<file path="config.mk">
export PLATFORM = sky130hd
export DESIGN_NAME = pipe_ctrl
export DESIGN_NICKNAME = d
export VERILOG_FILES = /design/src/rtl/pipe_ctrl_pkg.sv /design/src/rtl/pipe_ctrl_hazard_detect.sv /design/src/rtl/pipe_ctrl.sv
export SDC_FILE = /design/constraint.sdc
export NUM_CORES = 1
export LEC_CHECK = 0
export ABC_AREA = 1
export CORE_MARGIN = 10
export CORE_UTILIZATION = 50
export DETAILED_ROUTE_END_ITERATION = 12
export PLACE_DENSITY = 0.83
export SYNTH_ARGS = -nofsm -noshare
export SYNTH_HDL_FRONTEND = slang
export SYNTH_SLANG_ARGS = --single-unit
</file>
<file path="constraint.sdc">
create_clock -name clk -period 3.25 [get_ports clk]
set_input_delay 0.65 -clock clk [delete_from_list [all_inputs] [get_ports clk]]
set_output_delay 0.65 -clock clk [all_outputs]
set_load 0.02 [all_outputs]
</file>
<file path="src/rtl/pipe_ctrl_pkg.sv">
// Shared pipeline definitions: bubble encodings, controller FSM states and the
// per-cycle enable/flush bundle driven to the PC and pipeline registers.
package pipe_ctrl_pkg;

    localparam logic [31:0] NOP_INSTR = 32'h0000_0013;
    localparam logic [4:0]  REG_ZERO  = 5'd0;

    typedef enum logic [1:0] {
        RUN   = 2'd0,
        WAIT  = 2'd1,
        FAULT = 2'd2
    } pipe_state_t;

    typedef struct packed {
        logic pc_en;
        logic if_id_en;
        logic if_id_flush;
        logic id_ex_en;
        logic id_ex_flush;
        logic ex_mem_en;
        logic mem_wb_en;
        logic mem_wb_flush;
    } pipe_ctrl_t;

    // Everything held, nothing flushed: used in reset, FAULT and as the freeze base.
    localparam pipe_ctrl_t CTRL_HOLD = '0;

    localparam pipe_ctrl_t CTRL_ADVANCE = '{
        pc_en:        1'b1,
        if_id_en:     1'b1,
        if_id_flush:  1'b0,
        id_ex_en:     1'b1,
        id_ex_flush:  1'b0,
        ex_mem_en:    1'b1,
        mem_wb_en:    1'b1,
        mem_wb_flush: 1'b0
    };

endpackage

</file>
<file path="src/rtl/pipe_ctrl_hazard_detect.sv">
// Load-use hazard: the load in EX writes a register the ID instruction reads,
// so the loaded value is not yet available for forwarding.
module hazard_detect
    import pipe_ctrl_pkg::*;
(
    input  logic [4:0] id_rs1,
    input  logic [4:0] id_rs2,
    input  logic       id_use_rs1,
    input  logic       id_use_rs2,
    input  logic [4:0] ex_rd,
    input  logic       ex_mem_read,
    output logic       lu_hz
);

    logic rs1_hit;
    logic rs2_hit;

    assign rs1_hit = id_use_rs1 && (id_rs1 == ex_rd);
    assign rs2_hit = id_use_rs2 && (id_rs2 == ex_rd);
    // x0 is hardwired to zero, so a load targeting it never creates a dependency.
    assign lu_hz   = ex_mem_read && (ex_rd != REG_ZERO) && (rs1_hit || rs2_hit);

endmodule

</file>
<file path="src/rtl/pipe_ctrl.sv">
// Central hazard/stall controller: combinational enables and flushes for the
// PC and pipeline registers, a data-memory wait watchdog and a stall counter.
module pipe_ctrl
    import pipe_ctrl_pkg::*;
#(
    parameter int unsigned TIMEOUT = 64,
    parameter int unsigned CNT_W   = 32
) (
    input  logic             clk,
    input  logic             rst,
    input  logic [4:0]       id_rs1,
    input  logic [4:0]       id_rs2,
    input  logic             id_use_rs1,
    input  logic             id_use_rs2,
    input  logic [4:0]       ex_rd,
    input  logic             ex_mem_read,
    input  logic             ex_br_taken,
    input  logic             mem_req,
    input  logic             dmem_ready,
    input  logic             imem_ready,
    output logic             pc_en,
    output logic             if_id_en,
    output logic             if_id_flush,
    output logic             id_ex_en,
    output logic             id_ex_flush,
    output logic             ex_mem_en,
    output logic             mem_wb_en,
    output logic             mem_wb_flush,
    output logic             fault,
    output logic [CNT_W-1:0] stall_cnt
);

    // One extra bit so the counter can hold TIMEOUT on the cycle it trips.
    localparam int unsigned WAIT_W = $clog2(TIMEOUT + 1);

    pipe_state_t       state;
    pipe_state_t       state_next;
    logic [WAIT_W-1:0] wait_cnt;
    logic              dfreeze;
    logic              lu_hz;
    pipe_ctrl_t        ctrl;

    assign dfreeze = mem_req && !dmem_ready;

    hazard_detect u_hazard_detect (
        .id_rs1      (id_rs1),
        .id_rs2      (id_rs2),
        .id_use_rs1  (id_use_rs1),
        .id_use_rs2  (id_use_rs2),
        .ex_rd       (ex_rd),
        .ex_mem_read (ex_mem_read),
        .lu_hz       (lu_hz)
    );

    // NOTE: every field gets a default before the priority chain, so no branch can infer a latch.
    always_comb begin
        ctrl = CTRL_ADVANCE;
        if (rst || state == FAULT) begin
            ctrl = CTRL_HOLD;
        end else if (dfreeze) begin
            ctrl              = CTRL_HOLD;
            ctrl.mem_wb_flush = 1'b1;
        end else if (ex_br_taken) begin
            ctrl.if_id_flush = 1'b1;
            ctrl.id_ex_flush = 1'b1;
        end else if (lu_hz) begin
            ctrl.pc_en       = 1'b0;
            ctrl.if_id_en    = 1'b0;
            ctrl.id_ex_flush = 1'b1;
        end else if (!imem_ready) begin
            ctrl.pc_en       = 1'b0;
            ctrl.if_id_flush = 1'b1;
        end
    end

    always_comb begin
        state_next = state;
        case (state)
            RUN:   if (dfreeze) state_next = WAIT;
            WAIT: begin
                if (!dfreeze)
                    state_next = RUN;
                else if (wait_cnt == WAIT_W'(TIMEOUT - 1))
                    state_next = FAULT;
            end
            FAULT: state_next = FAULT;
            default: state_next = RUN;
        endcase
    end

    // NOTE: sequential state uses non-blocking assignments so all registers see pre-edge values.
    always_ff @(posedge clk) begin
        if (rst) begin
            state     <= RUN;
            wait_cnt  <= '0;
            stall_cnt <= '0;
        end else begin
            state <= state_next;
            if (state != FAULT) begin
                if (dfreeze)
                    wait_cnt <= wait_cnt + WAIT_W'(1);
                else
                    wait_cnt <= '0;
                if (!ctrl.pc_en && stall_cnt != '1)
                    stall_cnt <= stall_cnt + CNT_W'(1);
            end
        end
    end

    assign pc_en        = ctrl.pc_en;
    assign if_id_en     = ctrl.if_id_en;
    assign if_id_flush  = ctrl.if_id_flush;
    assign id_ex_en     = ctrl.id_ex_en;
    assign id_ex_flush  = ctrl.id_ex_flush;
    assign ex_mem_en    = ctrl.ex_mem_en;
    assign mem_wb_en    = ctrl.mem_wb_en;
    assign mem_wb_flush = ctrl.mem_wb_flush;
    assign fault        = (state == FAULT);

endmodule

</file>
==> results of run 1 <==
routing by layer:
metal  up-vias  global-route usage, %
li1       1510                      -
met1      1304                   20.5
met2        85                   30.9
met3        12                   3.60
met4         0                   4.30
met5         -                      0
flip-flops by register name, summed over array words and instances (netlist names):
signal     flops
stall_cnt     32
state          2
wait_cnt       7
logic make-up after synthesis:
| family | Yosys count |
|---|---|
| simple gates | 264 |
| buf+inv | 60 |
| compound gates | 42 |
| flops | 41 |
| xor+xnor | 28 |
| fa+ha+maj | 2 |
layout by cell type, fill, tap and decap left out, types with 2 or more instances in the layout:
cell / count
ha_1: 2
dlymetal6s2s_1: 3
nand4_1: 7
inv_1: 43
a21oi_1: 35
nand3_2: 2
dfxtp_1: 41
xnor2_1: 8
nor2_2: 4
nor2_1: 57
inv_2: 2
or2_2: 2
nand3b_1: 5
buf_4: 3
o21ai_0: 2
nor3_1: 11
clkdlybuf4s50_1: 61
xor2_1: 20
nand3_1: 39
clkbuf_8: 7
nand2_1: 134
power by group through the flow:
stage / logic [uW] / registers, uW / clock network, uW
after floorplan: 84.6 / 531 / 0
after global placement: 147 / 527 / 0
after detailed placement: 149 / 527 / 0
after CTS: 149 / 516 / 375
after global routing: 164 / 517 / 391
final: 148 / 516 / 368
cell type report:
type	count	area, um2	area share (%)
clock inverters	1	5.00	0.144
well taps	70	87.6	2.52
clock buffers	7	96.3	2.77
inverters	45	169	4.85
repair buffers	67	671	19.3
multi-input cells	336	1630	46.9
flip-flops and latches	41	821	23.6
worst max path at each step:
| stage | from | end | slack, ns | cells past startpoint |
|---|---|---|---|---|
| floorplan | rst | pc_en | 0.64 | 5 |
| CTS | ex_rd[1] | id_ex_flush | 0.09 | 10 |
| global route | ex_rd[3] | if_id_en | 0.01 | 9 |
| detailed placement | ex_rd[3] | if_id_flush | 0.11 | 9 |
| finish | ex_rd[1] | if_id_en | 0.19 | 9 |
| global placement | ex_rd[2] | if_id_flush | 0.16 | 9 |
timing repair:
item | in CTS | in global routing
setup endpoints to repair | 0 | 3
buffers inserted | 0 | 0
resized for setup | 0 | 3
worst max-delay path, delay by kind of cell:
family | cells | cell delay (ns)
compound gates | 1 | 0.16
buf+inv | 5 | 1.30
simple gates | 3 | 0.30
through the flow:
| stage | cell area [um2] | setup slack (ns) | std cells | hold WS (ns) |
|---|---|---|---|---|
| 6_report | 3480 | 0.189 | 567 | 0.455 |
| 5_1_grt | 3480 | 0.0108 | 567 | 0.466 |
| 4_1_cts | 3470 | 0.0914 | 567 | 0.449 |
| 3_5_place_dp | 3370 | 0.109 | 559 | 0.438 |
| 3_3_place_gp | 3370 | 0.160 | 559 | 0.435 |
| 2_1_floorplan | 2710 | 0.637 | 437 | 0.422 |
==> impl_metrics.csv, run 1 <==
group,metric,value,unit
logic_synthesis,synthMostInstantiatedCell,"nand2_1",
flow_run,cap_violations,0,
clock_tree,root_buffer,"clkbuf_8",
min_path,hold_class,"reg -> reg",
power,static-leakage-power,0.00136,uW
critical_path,r2r_start,"stall_cnt[0]$_SDFFE_PP0P_",
logic_synthesis,synthSimpleGateAreaFrac,41.8,%
clock_tree,cts_max_level,2,
logic_synthesis,synth_xor_area_share,9.04,%
drt,vias_per_cell,5.13,
power,pwr-share-seq,49.9,%
cells_and_area,nFillCells,467,
min_path,holdPathEnd,"wait_cnt[5]$_SDFFE_PP0N_",
global_routing,grt_pass1_vias,2774,
logic_synthesis,dominantRegCellSynth,"dfxtp_1",
cells_and_area,n_antenna_cell,0,
min_path,hp-start,"wait_cnt[5]$_SDFFE_PP0N_",
clock_tree,cts_buffers,5,
min_path,whs_path_depth,1,
sta,drv_slew,0,
logic_synthesis,ys_ff_latch,41,
floorplan,start_util,52.4,%
drt,num_vias,2911,
drt,route.met3.wl,497,um
critical_path,path_max_fanout,3,
placement,gp_congestion,0.939,
clock_tree,clock_path_buffers,2,
clock_tree,cts.sink_count,41,
sta,tns,0,ns
critical_path,cp_cell_sequence,"clkdlybuf4s50_1 -> inv_1 -> nand4_1 -> o21ai_0 -> inv_1 -> nand3_1 -> nand2_1 -> inv_1 -> clkdlybuf4s50_1",
logic_synthesis,synth_nets,463,
logic_synthesis,synthTopCellsByCount,"nand2_1 (134), nor2_1 (57), inv_1 (43)",
critical_path,r2r.worst_path.cells,12,
drt,drc,0,
floorplan,fp.dieW,93.7,um
logic_synthesis,synth-async-reset-ratio,0,%
global_routing,antenna_found_initial,0,
critical_path,crit_slowest_cell,"clkdlybuf4s50_1",
power,swShare,25.9,%
logic_synthesis,ys_top_cells_by_area,"dfxtp_1 (30%), nand2_1 (19%), nor2_1 (7.9%), nand3_1 (7.2%), a21oi_1 (6.5%)",
floorplan,die_y,93.7,um
critical_path,reg2reg_slack,0.92,ns
sta,finalCritPeriodShare,94.2,%
critical_path,worstSetupEndpointType,"output pin",
critical_path,crit_top_cell,"inv_1",
drt,wirelength,7620,um
logic_synthesis,ys_seq_area_share,30.3,%
sta,max_clock_freq,327,MHz
drt,drt_iter0_drc,225,
logic_synthesis,synth_fa_ha_area_share,0.923,%
cells_and_area,finish.utilization,67.3,%
clock_tree,cts_hold_buf,0,
sta,relSlewSlack,62.1,%
drt,met1_length,3210,um
critical_path,worstPathArrival,2.41,ns
outcome,status,"finished, final reports clean",
logic_synthesis,synth_edf_count,0,
clock_tree,worstSkewPairLatency,0.29,ns
placement,portBuffers,64,
sta,setup_violations,0,
critical_path,critPathLaunchType,"primary input",
logic_synthesis,ys_warn_count,0,
sta,tightest_slew,0.568,ns
global_routing,gr-total-overflow,0,
logic_synthesis,yosysTopAreaCellShare,30.3,%
critical_path,reg2reg_to,"stall_cnt[1]$_SDFFE_PP0P_",
power,peakVddDrop,0.288,mV
drt,wire_per_inst,13.4,um
drt,drt_pre_antenna_iters,5,
sta,min_period,3.06,ns
critical_path,required,2.60,ns
floorplan,io_pins,65,
floorplan,coreArea,0.00517,mm2
critical_path,worstSetupPathType,"in -> out",
floorplan,dieArea,0.00877,mm2
drt,antenna_left,0,
sta,final.setup_skew,0.00403,ns
logic_synthesis,synth_compound_area_share,8.39,%
logic_synthesis,synth_top_family_by_area,"simple AND/OR/NAND/NOR gates",
global_routing,grt_usage,17.3,%
drt,highest_layer,"met4",
critical_path,slowest_delay,0.60,ns
drt,wl_met2,3800,um
cells_and_area,nets,522,
placement,dp_hpwl,5850,um
power,finalPower,1030,uW
floorplan,rows,26,
power,combPwrFrac,14.4,%
power,p_int,765,uW
clock_tree,path_clk_slew,0.08,ns
logic_synthesis,synth_largest_area_cell,"dfxtp_1",
sta,rsz0062_at_grt,"no",
logic_synthesis,synth_cell_types,30,
clock_tree,cts_tree,"done",
global_routing,grt_pass1_wl,12700,um
cells_and_area,syn_to_final_growth,28.4,%
sta,hold_viol,0,
global_routing,grt_max_degree,36,
power,clkPwrFrac,35.7,%
power,powerDensity,296,mW/mm2
power,p_switching,267,uW
cells_and_area,drive_gt1_share,4.63,%
logic_synthesis,synth_mux_area_share,0,%
logic_synthesis,synth_area,0.00271,mm2
logic_synthesis,synth.avg_cell_area,6.21,um2
logic_synthesis,syn_inst,437,
(Power assumes the default switching activity.)
==> run 2: changes to the inputs <==
- CORE_MARGIN: 10 -> 3
- SYNTH_HIERARCHICAL: unset -> 1
==> run 2 against run 1 <==
  * Clock skew up 0.0011 ns
  * Sequential power increased by 2%
  * Critical path depth grew 2
==> impl_metrics.csv, run 2 <==
group,metric,value,unit
logic_synthesis,ys_seq_area_share,29.9,%
logic_synthesis,ys_warn_count,6,
critical_path,cp_cell_sequence,"clkdlybuf4s50_1 -> inv_2 -> nand2_2 -> nand2_1 -> nor2_1 -> nand3_1 -> a21oi_1 -> inv_1 -> o21ai_0 -> a21oi_1 -> dlygate4sd2_1",
floorplan,coreArea,0.00520,mm2
power,powerDensity,305,mW/mm2
critical_path,critPathTopFamily,"buffers and inverters",
global_routing,grt_usage,23.1,%
clock_tree,path_clk_slew,0.08,ns
cells_and_area,final_cell_mix,"nand2_1 (127), nor2_1 (89), inv_1 (70)",
floorplan,start_util,52.8,%
cells_and_area,nets,555,
critical_path,crit_top_cell,"a21oi_1",
sta,tightest_slew,0.532,ns
clock_tree,cts_buffers,5,
global_routing,use_met2,41.1,%
critical_path,path_max_fanout,3,
logic_synthesis,synth_nets,488,
floorplan,dieArea,0.00642,mm2
cells_and_area,layout.cells.most_common,"nand2_1",
global_routing,grt_pass1_wl,12100,um
critical_path,required,2.60,ns
clock_tree,worstSkewPairLatency,0.30,ns
global_routing,grt_pass1_vias,2849,
drt,wire_per_inst,11.4,um
drt,drt_pre_antenna_iters,4,
drt,antenna_left,0,
logic_synthesis,synth_compound_area_share,8.83,%
critical_path,reg2reg_slack,1.49,ns
power,peakVddDrop,0.189,mV
placement,dp_hpwl,5310,um
logic_synthesis,ys_ff_latch,41,
critical_path,worstSetupPathType,"in -> out",
clock_tree,cts.sink_count,41,
global_routing,gr-total-overflow,0,
critical_path,path_buf_inv,4,
logic_synthesis,synth.avg_cell_area,5.95,um2
logic_synthesis,synth_cell_types,31,
logic_synthesis,synthMostInstantiatedCell,"nand2_1",
logic_synthesis,synth_fa_ha_area_share,0.910,%
cells_and_area,n_antenna_cell,0,
cells_and_area,largest_reg_flops,32,
cells_and_area,largest_register,"stall_cnt",
cells_and_area,final_cells,600,
logic_synthesis,dominantRegCellSynth,"dfxtp_1",
floorplan,fp.dieW,80.1,um
logic_synthesis,synth_edf_count,0,
drt,drt_iter0_drc,224,
logic_synthesis,synth_xor_area_share,1.27,%
global_routing,gr-usage-met1,27.5,%
sta,hold_viol,0,
critical_path,critPathLaunchType,"primary input",
cells_and_area,drive_gt1_share,7.36,%
floorplan,rows,26,
placement,portBuffers,64,
sta,max_clock_freq,323,MHz
logic_synthesis,synth_largest_area_cell,"dfxtp_1",
cells_and_area,syn_to_final_growth,28.9,%
sta,drv_slew,0,
clock_tree,root_buffer,"clkbuf_8",
critical_path,slowest_delay,0.51,ns
drt,wirelength,6850,um
logic_synthesis,synth-async-reset-ratio,0,%
global_routing,grt.met3_usage,4.37,%
drt,num_vias,2968,
floorplan,io_pins,65,
power,finalPower,1080,uW
critical_path,worstPathArrival,2.45,ns
clock_tree,clock_path_buffers,2,
outcome,status,"finished, final reports clean",
clock_tree,cts_hold_buf,0,
logic_synthesis,synthTopCellsByCount,"nand2_1 (127), nor2_1 (89), inv_1 (70)",
logic_synthesis,ys_top_cells_by_area,"dfxtp_1 (30%), nand2_1 (17%), nor2_1 (12%), inv_1 (9.6%), nand3_1 (7.1%)",
sta,finalCritPeriodShare,95.2,%
logic_synthesis,synth_area,0.00275,mm2
sta,setup_violations,0,
sta,relSlewSlack,64.2,%
global_routing,antenna_found_initial,0,
clock_tree,cts_setup_buffers,0,
clock_tree,cts_max_level,2,
clock_tree,cts_tree,"done",
drt,drc,0,
placement,dpl.cell_count,592,
critical_path,crit_slowest_cell,"clkdlybuf4s50_1",
global_routing,busiest_layer,"met2",
sta,min_period,3.10,ns
logic_synthesis,syn_inst,462,
sta,final.setup_skew,0.00518,ns
power,static-leakage-power,0.00157,uW
global_routing,grt_max_degree,36,
logic_synthesis,synth_top_family_by_area,"simple AND/OR/NAND/NOR gates",
flow_run,cap_violations,0,
drt,vias_per_cell,4.95,
placement,gp_congestion,0.929,
logic_synthesis,synth_mux_area_share,0,%
sta,tns,0,ns
floorplan,die_y,80.1,um
critical_path,worstSetupEndpointType,"output pin",
min_path,hold_class,"reg -> reg",
cells_and_area,reg.largest.list,"stall_cnt: 32 flops, wait_cnt: 7 flops, state: 2 flops",
logic_synthesis,synthSimpleGateAreaFrac,45.8,%
logic_synthesis,yosysTopAreaCellShare,29.9,%
[run 2: cell types whose count changed in the layout (fill, tap and decap cells not counted), sizes merged, moves of 3 or more]
cell and change:
inv +30, nand3b -5, xnor2 -8, xor2 -16
buf +4, nor2 +38, nor3 -7, o21ai +5
o21bai +7, dlygate4sd2 +3, a21oi -13
[run 2: logic make-up after synthesis]
family / Yosys count
DFF: 41
xor gates and xnor gates: 4
adders and majority gates: 2
buffers and inverters: 86
and+or+nand+nor: 289
AOI/OAI and AO/OA: 40
[run 2: path summary, 6_finish.rpt]
check | from | to | cells past startpoint
setup / recovery | ex_rd[3] | if_id_flush | 11
hold / removal | wait_cnt[4]$_SDFFE_PP0N_ | wait_cnt[4]$_SDFFE_PP0N_ | 2
setup reg to reg | state[0]$_SDFFE_PP0P_ | stall_cnt[27]$_SDFFE_PP0P_ | 10
hold reg to reg | wait_cnt[4]$_SDFFE_PP0N_ | wait_cnt[4]$_SDFFE_PP0N_ | 2
[run 2: worst min-delay path, delay by kind of cell, from the launching register on]
kind                      cells  cell delay (ns)
DFF                           1             0.35
and+or+nand+nor               1             0.07
xor gates and xnor gates      1             0.07
[run 2: cell type report]
| cell class | instances | area, um2 |
|---|---|---|
| repair buffers | 71 | 692 |
| flip-flops and latches | 41 | 821 |
| clock inverters | 1 | 5.00 |
| multi-input cells | 335 | 1560 |
| clock buffers | 7 | 96.3 |
| inverters | 75 | 282 |
| well taps | 70 | 87.6 |
| fillers | 467 | 1660 |
[run 2: through the flow]
step / hold slack (ns) / util [%] / setup slack (ns) / instance area (um2)
finish: 0.523 / 68.1 / 0.155 / 3540
global route: 0.566 / 68.1 / -0.00105 / 3540
CTS: 0.532 / 68.1 / 0.123 / 3540
detailed placement: 0.510 / 66.2 / -0.0521 / 3440
global placement: 0.494 / 66.2 / 0.0416 / 3440
floorplan: 0.463 / - / 0.725 / 2750
[run 2: repair_timing]
action | 4_1_cts | 5_1_grt
pin swaps | 0 | 0
endpoints found under the setup margin | 3 | 1
resized for setup | 3 | 1
[run 2: report_power, final]
group | leakage [uW] | total (uW) | internal [uW] | switching [uW]
Combinational | 0.00118 | 184 | 83.8 | 100
Sequential | 0.000332 | 524 | 512 | 12.3
Clock | 0.0000542 | 373 | 192 | 180
Total | 0.00157 | 1080 | 788 | 293
[run 2: layer usage]
layer  wire length [um]  up-vias
li1                   -     1561
met1               2920     1311
met2               3420       85
met3                405       11
met4                 99        0
met5                  0        -
